<file path="src/rtl/uart_sipo.sv">
// rtl/uart_sipo.sv - serial-in parallel-out UART receiver with valid/ack output register
// Optional 2-of-3 majority sampling: define UART_SIPO_MAJORITY_EN.
module uart_sipo #(
    parameter int DIVIDER = 4096,
    parameter int CHAR_W  = 8,
    parameter int CNT_W   = $clog2(DIVIDER)
) (
    input  logic              clock_50M,
    input  logic              n_reset,
    input  logic              uart_rx_pin,
    input  logic              rx_ack,
    output logic [CHAR_W-1:0] rx_data,
    output logic              rx_valid,
    output logic              rx_frame_err,
    output logic              rx_overrun
);

    localparam int IDX_W = (CHAR_W > 1) ? $clog2(CHAR_W) : 1;

    localparam logic [2:0] WAIT_IDLE = 3'd0;
    localparam logic [2:0] IDLE      = 3'd1;
    localparam logic [2:0] START     = 3'd2;
    localparam logic [2:0] DATA      = 3'd3;
    localparam logic [2:0] STOP      = 3'd4;

    logic              sync1;
    logic              rxs;
    logic [2:0]        state;
    logic [CNT_W-1:0]  counter;
    logic [IDX_W-1:0]  bit_idx;
    logic [CHAR_W-1:0] shift;
    logic              accept_pending;
    logic              at_sample;
    logic              sample;

    always_ff @(posedge clock_50M or negedge n_reset) begin
        if (!n_reset) begin
            sync1 <= 1'b1;
            rxs   <= 1'b1;
        end else begin
            sync1 <= uart_rx_pin;
            rxs   <= sync1;
        end
    end

`ifdef UART_SIPO_MAJORITY_EN
    // hist[0] is rxs one cycle ago, hist[1] two cycles ago; vote includes the live rxs
    logic [1:0] hist;

    always_ff @(posedge clock_50M or negedge n_reset) begin
        if (!n_reset) begin
            hist <= 2'b11;
        end else begin
            hist <= {hist[0], rxs};
        end
    end

    always_comb begin
        sample = (hist[1] & hist[0]) | (hist[1] & rxs) | (hist[0] & rxs);
    end
`else
    always_comb begin
        sample = rxs;
    end
`endif

    // Start bit is sampled at half a bit period, every later bit a full period after that
    always_comb begin
        if (state == START) begin
            at_sample = (counter == CNT_W'(DIVIDER/2 - 1));
        end else begin
            at_sample = (counter == CNT_W'(DIVIDER - 1));
        end
    end

    always_ff @(posedge clock_50M or negedge n_reset) begin
        if (!n_reset) begin
            state          <= WAIT_IDLE;
            counter        <= '0;
            bit_idx        <= '0;
            shift          <= '0;
            accept_pending <= 1'b0;
            rx_frame_err   <= 1'b0;
        end else begin
            accept_pending <= 1'b0;
            rx_frame_err   <= 1'b0;
            case (state)
                WAIT_IDLE: begin
                    counter <= '0;
                    if (rxs) begin
                        state <= IDLE;
                    end
                end
                IDLE: begin
                    counter <= '0;
                    bit_idx <= '0;
                    if (!rxs) begin
                        state <= START;
                    end
                end
                START: begin
                    if (at_sample) begin
                        counter <= '0;
                        bit_idx <= '0;
                        state   <= sample ? IDLE : DATA;
                    end else begin
                        counter <= counter + 1'b1;
                    end
                end
                DATA: begin
                    if (at_sample) begin
                        shift   <= {sample, shift[CHAR_W-1:1]};
                        counter <= '0;
                        if (bit_idx == IDX_W'(CHAR_W - 1)) begin
                            bit_idx <= '0;
                            state   <= STOP;
                        end else begin
                            bit_idx <= bit_idx + 1'b1;
                        end
                    end else begin
                        counter <= counter + 1'b1;
                    end
                end
                STOP: begin
                    if (at_sample) begin
                        counter <= '0;
                        if (sample) begin
                            accept_pending <= 1'b1;
                            state          <= IDLE;
                        end else begin
                            rx_frame_err <= 1'b1;
                            state        <= WAIT_IDLE;
                        end
                    end else begin
                        counter <= counter + 1'b1;
                    end
                end
                default: begin
                    counter <= '0;
                    state   <= WAIT_IDLE;
                end
            endcase
        end
    end

    // An ack coinciding with an accept frees the register for the new char
    always_ff @(posedge clock_50M or negedge n_reset) begin
        if (!n_reset) begin
            rx_data    <= '0;
            rx_valid   <= 1'b0;
            rx_overrun <= 1'b0;
        end else if (accept_pending) begin
            if (!rx_valid || rx_ack) begin
                rx_data  <= shift;
                rx_valid <= 1'b1;
                if (rx_ack) begin
                    rx_overrun <= 1'b0;
                end
            end else begin
                rx_overrun <= 1'b1;
            end
        end else if (rx_ack && rx_valid) begin
            rx_valid   <= 1'b0;
            rx_overrun <= 1'b0;
        end
    end

endmodule

</file>
<file path="config.mk">
export PLATFORM = sky130hd
export DESIGN_NAME = uart_sipo
export DESIGN_NICKNAME = d
export VERILOG_FILES = /design/src/rtl/uart_sipo.sv
export SDC_FILE = /design/constraint.sdc
export NUM_CORES = 1
export LEC_CHECK = 0
export ABC_AREA = 1
export CORE_MARGIN = 2
export CORE_UTILIZATION = 51
export CTS_CLUSTER_DIAMETER = 60
export DETAILED_ROUTE_END_ITERATION = 8
export PLACE_DENSITY = 0.74
export RECOVER_POWER = 50
export SLEW_MARGIN = 0
export SYNTH_ARGS = -nofsm -noshare
export SYNTH_HDL_FRONTEND = slang
export SYNTH_SLANG_ARGS = --single-unit
</file>
<file path="constraint.sdc">
create_clock -name clock_50M -period 1.5 [get_ports clock_50M]
set_input_delay 0.15 -clock clock_50M [delete_from_list [all_inputs] [get_ports clock_50M]]
set_output_delay 0.15 -clock clock_50M [all_outputs]
set_load 0.005 [all_outputs]
</file>
==> impl_metrics.toml <==
[status]
status = "finished clean"

[cts]
clk_pin_slew_ns = 0.07
tritoncts = "built"
clock_path_buffers = 2
numClockSinks = 40
cts_buffers = 5
htreeDepth = 2
cts_root_buffer = "clkbuf_8"
clock_latency_ns = 0.29

[synthesis]
syn-num-nets = 214
ys_ff_latch = 40
synth.area.mux_share = 0.0477
synth_common_cells = "55 x nand2_1, 38 x dfrtp_1, 25 x nor2_1, 14 x inv_1"
synth_fa_ha_area_frac = 0.0199
synth_cell_type_count = 25
synth-seq-area-share = 0.532
synthCells = 207
yosysTopAreaCell = "dfrtp_1"
yosysMostFrequentCell = "nand2_1"
synth_area_um2 = 1890
synth-xor-area-share = 0.0139
synth_top_cell_area_share = 0.504
synthSimpleGateAreaFrac = 0.321
synth-compound-area-share = 0.0212
synth_edf_count = 0
synth_top_flop_cell = "dfrtp_1"
avgSynthCellArea_um2 = 9.12
yosys-top-cells-area = "dfrtp_1 50%, nand2_1 11%, nor2_1 5.0%"
synthArstFlopShare = 1.00
yosysWarnings = 0
synth_top_family_by_area = "simple AND/OR/NAND/NOR gates"

[min_path]
hp-class = "reg2reg"
hold_path_end = "rxs$_DFF_PN1_"
whs_path_depth = 0
hold_start = "sync1$_DFF_PN1_"

[routing]
wire_per_inst_um = 11.2
drt-pass1-iter-count = 4
ant_nets = 0
drt-total-wl_um = 3260
vias_per_cell = 5.08
num_vias = 1472
drt_iter0_markers = 106
post-route-drc-count = 0

[die]
core-area_um2 = 3610
placementRows = 22
die_x_um = 64.8
start_util = 0.523
fp.dieH_um = 64.8
ios = 15
die-area_um2 = 4200

[placement]
dpl.hpwl_um = 2430
place.gp.congestion = 0.822
portBuffers = 14
placed_area_um2 = 2200

[worst_setup_path]
worstReg2RegStart = "counter[1]$_DFF_PN0_"
max_stage_delay_ns = 0.37
path_class = "reg2reg"
crit_required_ns = 1.68
crit_path_end_kind = "flip-flop"
rr_worst_depth = 9
cp_data_arrival_time_ns = 1.65
cp_max_fo = 6
reg2reg_slack_ns = 0.03
cp-start-kind = "flip-flop"
rr_endpoint = "counter[5]$_DFF_PN0_"
cpMaxStageDelayCell = "dfrtp_1"
path_cells = "ha_2 -> nand2_4 -> nor2_4 -> nand2_2 -> nor2_4 -> nand2_2 -> nand2_4 -> buf_12 -> nor2_2"

[global_routing]
first_global_vias = 1391
grt_pass1_wl_um = 6020
antenna_found_initial = 0
grt_max_degree = 22
overflow = 0
track_usage = 0.188

[pwr]
p_total_uw = 3060
power.density_nw_per_um2 = 1300
ir_drop_mv = 0.731
p_leak_uw = 0.00117

[timing]
slew_headroom = 0.318
min_period_over_period = 0.980
hold_violations = 0
rsz0062_at_grt = "true"
max_freq_ghz = 0.680
tightest_slew_ns = 1.02
final.min_clock_period_ns = 1.47
holdWs_ns = 0.362
setup_viol = 0
drv_slew = 0
skew_ns = 0.00101

[cells_and_area]
antenna_cells = 0
drive_gt1_frac = 0.256
final_util = 0.653
num-nets-final = 248
fin_area_um2 = 2360
areaGrowthSynthToFinish_pct = 24.9

[flow_run]
drv_cap = 0
kinds of logic (layout without fill, tap and decap cells):
group                    after synthesis  in the layout
AND/OR/NAND/NOR                      123            123
buffers and inverters                 22             57
flip-flops                            40             40
adder cells (fa/ha/maj)                3              3
XOR/XNOR                               3              3
multiplexers                           8              8
AO/OA/AOI/OAI                          8              8
power breakdown:
group	leakage (uW)	switching [uW]	internal [uW]
sequential	0.000545	94.0	1160
clock	0.0000552	356	493
combinational	0.000569	606	349
placed cells by master (no fill, tap or decap), types with 2 or more instances in the layout:
master / n
nand2_1: 53
dfrtp_1: 38
nor2_1: 21
inv_1: 14
clkdlybuf4s50_1: 12
buf_4: 12
nand3_1: 11
nand4_1: 11
mux2_2: 8
nand2_2: 7
inv_2: 6
clkbuf_8: 5
nor2_4: 4
nor2_2: 4
o21ai_0: 4
a21oi_1: 3
nor3_1: 3
xor2_1: 3
nand2_4: 2
nor3_2: 2
nand3_4: 2
nand3_2: 2
ha_1: 2
clkbuf_1: 2
dlygate4sd3_1: 2
dfstp_2: 2
registers in the layout (all words and copies together) (netlist names):
signal and flops:
accept_pending 1, bit_idx 3, counter 12, rx_data 8, rx_frame_err 1, rx_overrun 1, rx_valid 1, rxs 1
shift 8, state 3, sync1 1
per-stage QoR:
stage	std cells	setup slack (ns)	setup TNS [ns]
after CTS	289	0.00511	0
after global placement	280	0.0471	0
after global routing	290	-0.0701	-0.634
final	290	0.0293	0
after detailed placement	280	0.0302	0
after floorplan	207	0.120	0
timing repair:
action	4_1_cts	5_1_grt
endpoints found under the hold margin	17	0
gates resized for setup	0	12
setup endpoints to repair	0	22
hold buffers	1	0
buffers inserted	0	1
critical path: cells and delay by family, from the launching register on:
kind	cells	cell delay [ns]
adders and majority gates	1	0.21
and+or+nand+nor	7	0.65
DFF	1	0.37
buffers and inverters	1	0.13
worst max-delay path by stage:
stage | from | to | slack (ns) | cells after the start
after floorplan | counter[0]$_DFF_PN0_ | shift[7]$_DFFE_PN0P_ | 0.12 | 8
final | counter[1]$_DFF_PN0_ | counter[5]$_DFF_PN0_ | 0.03 | 9
after CTS | counter[1]$_DFF_PN0_ | shift[3]$_DFFE_PN0P_ | 0.005 | 8
after global placement | rx_ack | rx_data[2]$_DFFE_PN0P_ | 0.05 | 5
after global routing | counter[1]$_DFF_PN0_ | state[0]$_DFFE_PN0P_ | -0.07 | 10
after detailed placement | rx_ack | rx_data[1]$_DFFE_PN0P_ | 0.03 | 5
metal layers:
layer  GRT usage  vias to the layer above  share of wire
met5           0                        -              0
met3      0.0573                        5          0.040
met1       0.259                      701           0.47
met2       0.269                       28           0.47
met4      0.0904                        0          0.019
li1            -                      738              -
area by class of cell:
| type | instances | area, um2 |
|---|---|---|
| Clock inverter | 2 | 35.0 |
| Clock buffer | 6 | 72.6 |
| Inverter | 20 | 75.1 |
| Timing Repair Buffer | 29 | 265 |
| Fill cell | 304 | 1250 |
| Tap cell | 48 | 60.1 |
| Sequential cell | 40 | 1000 |
| Multi-Input combinational cell | 145 | 845 |
Note: power is estimated with default switching activity, not from simulation.
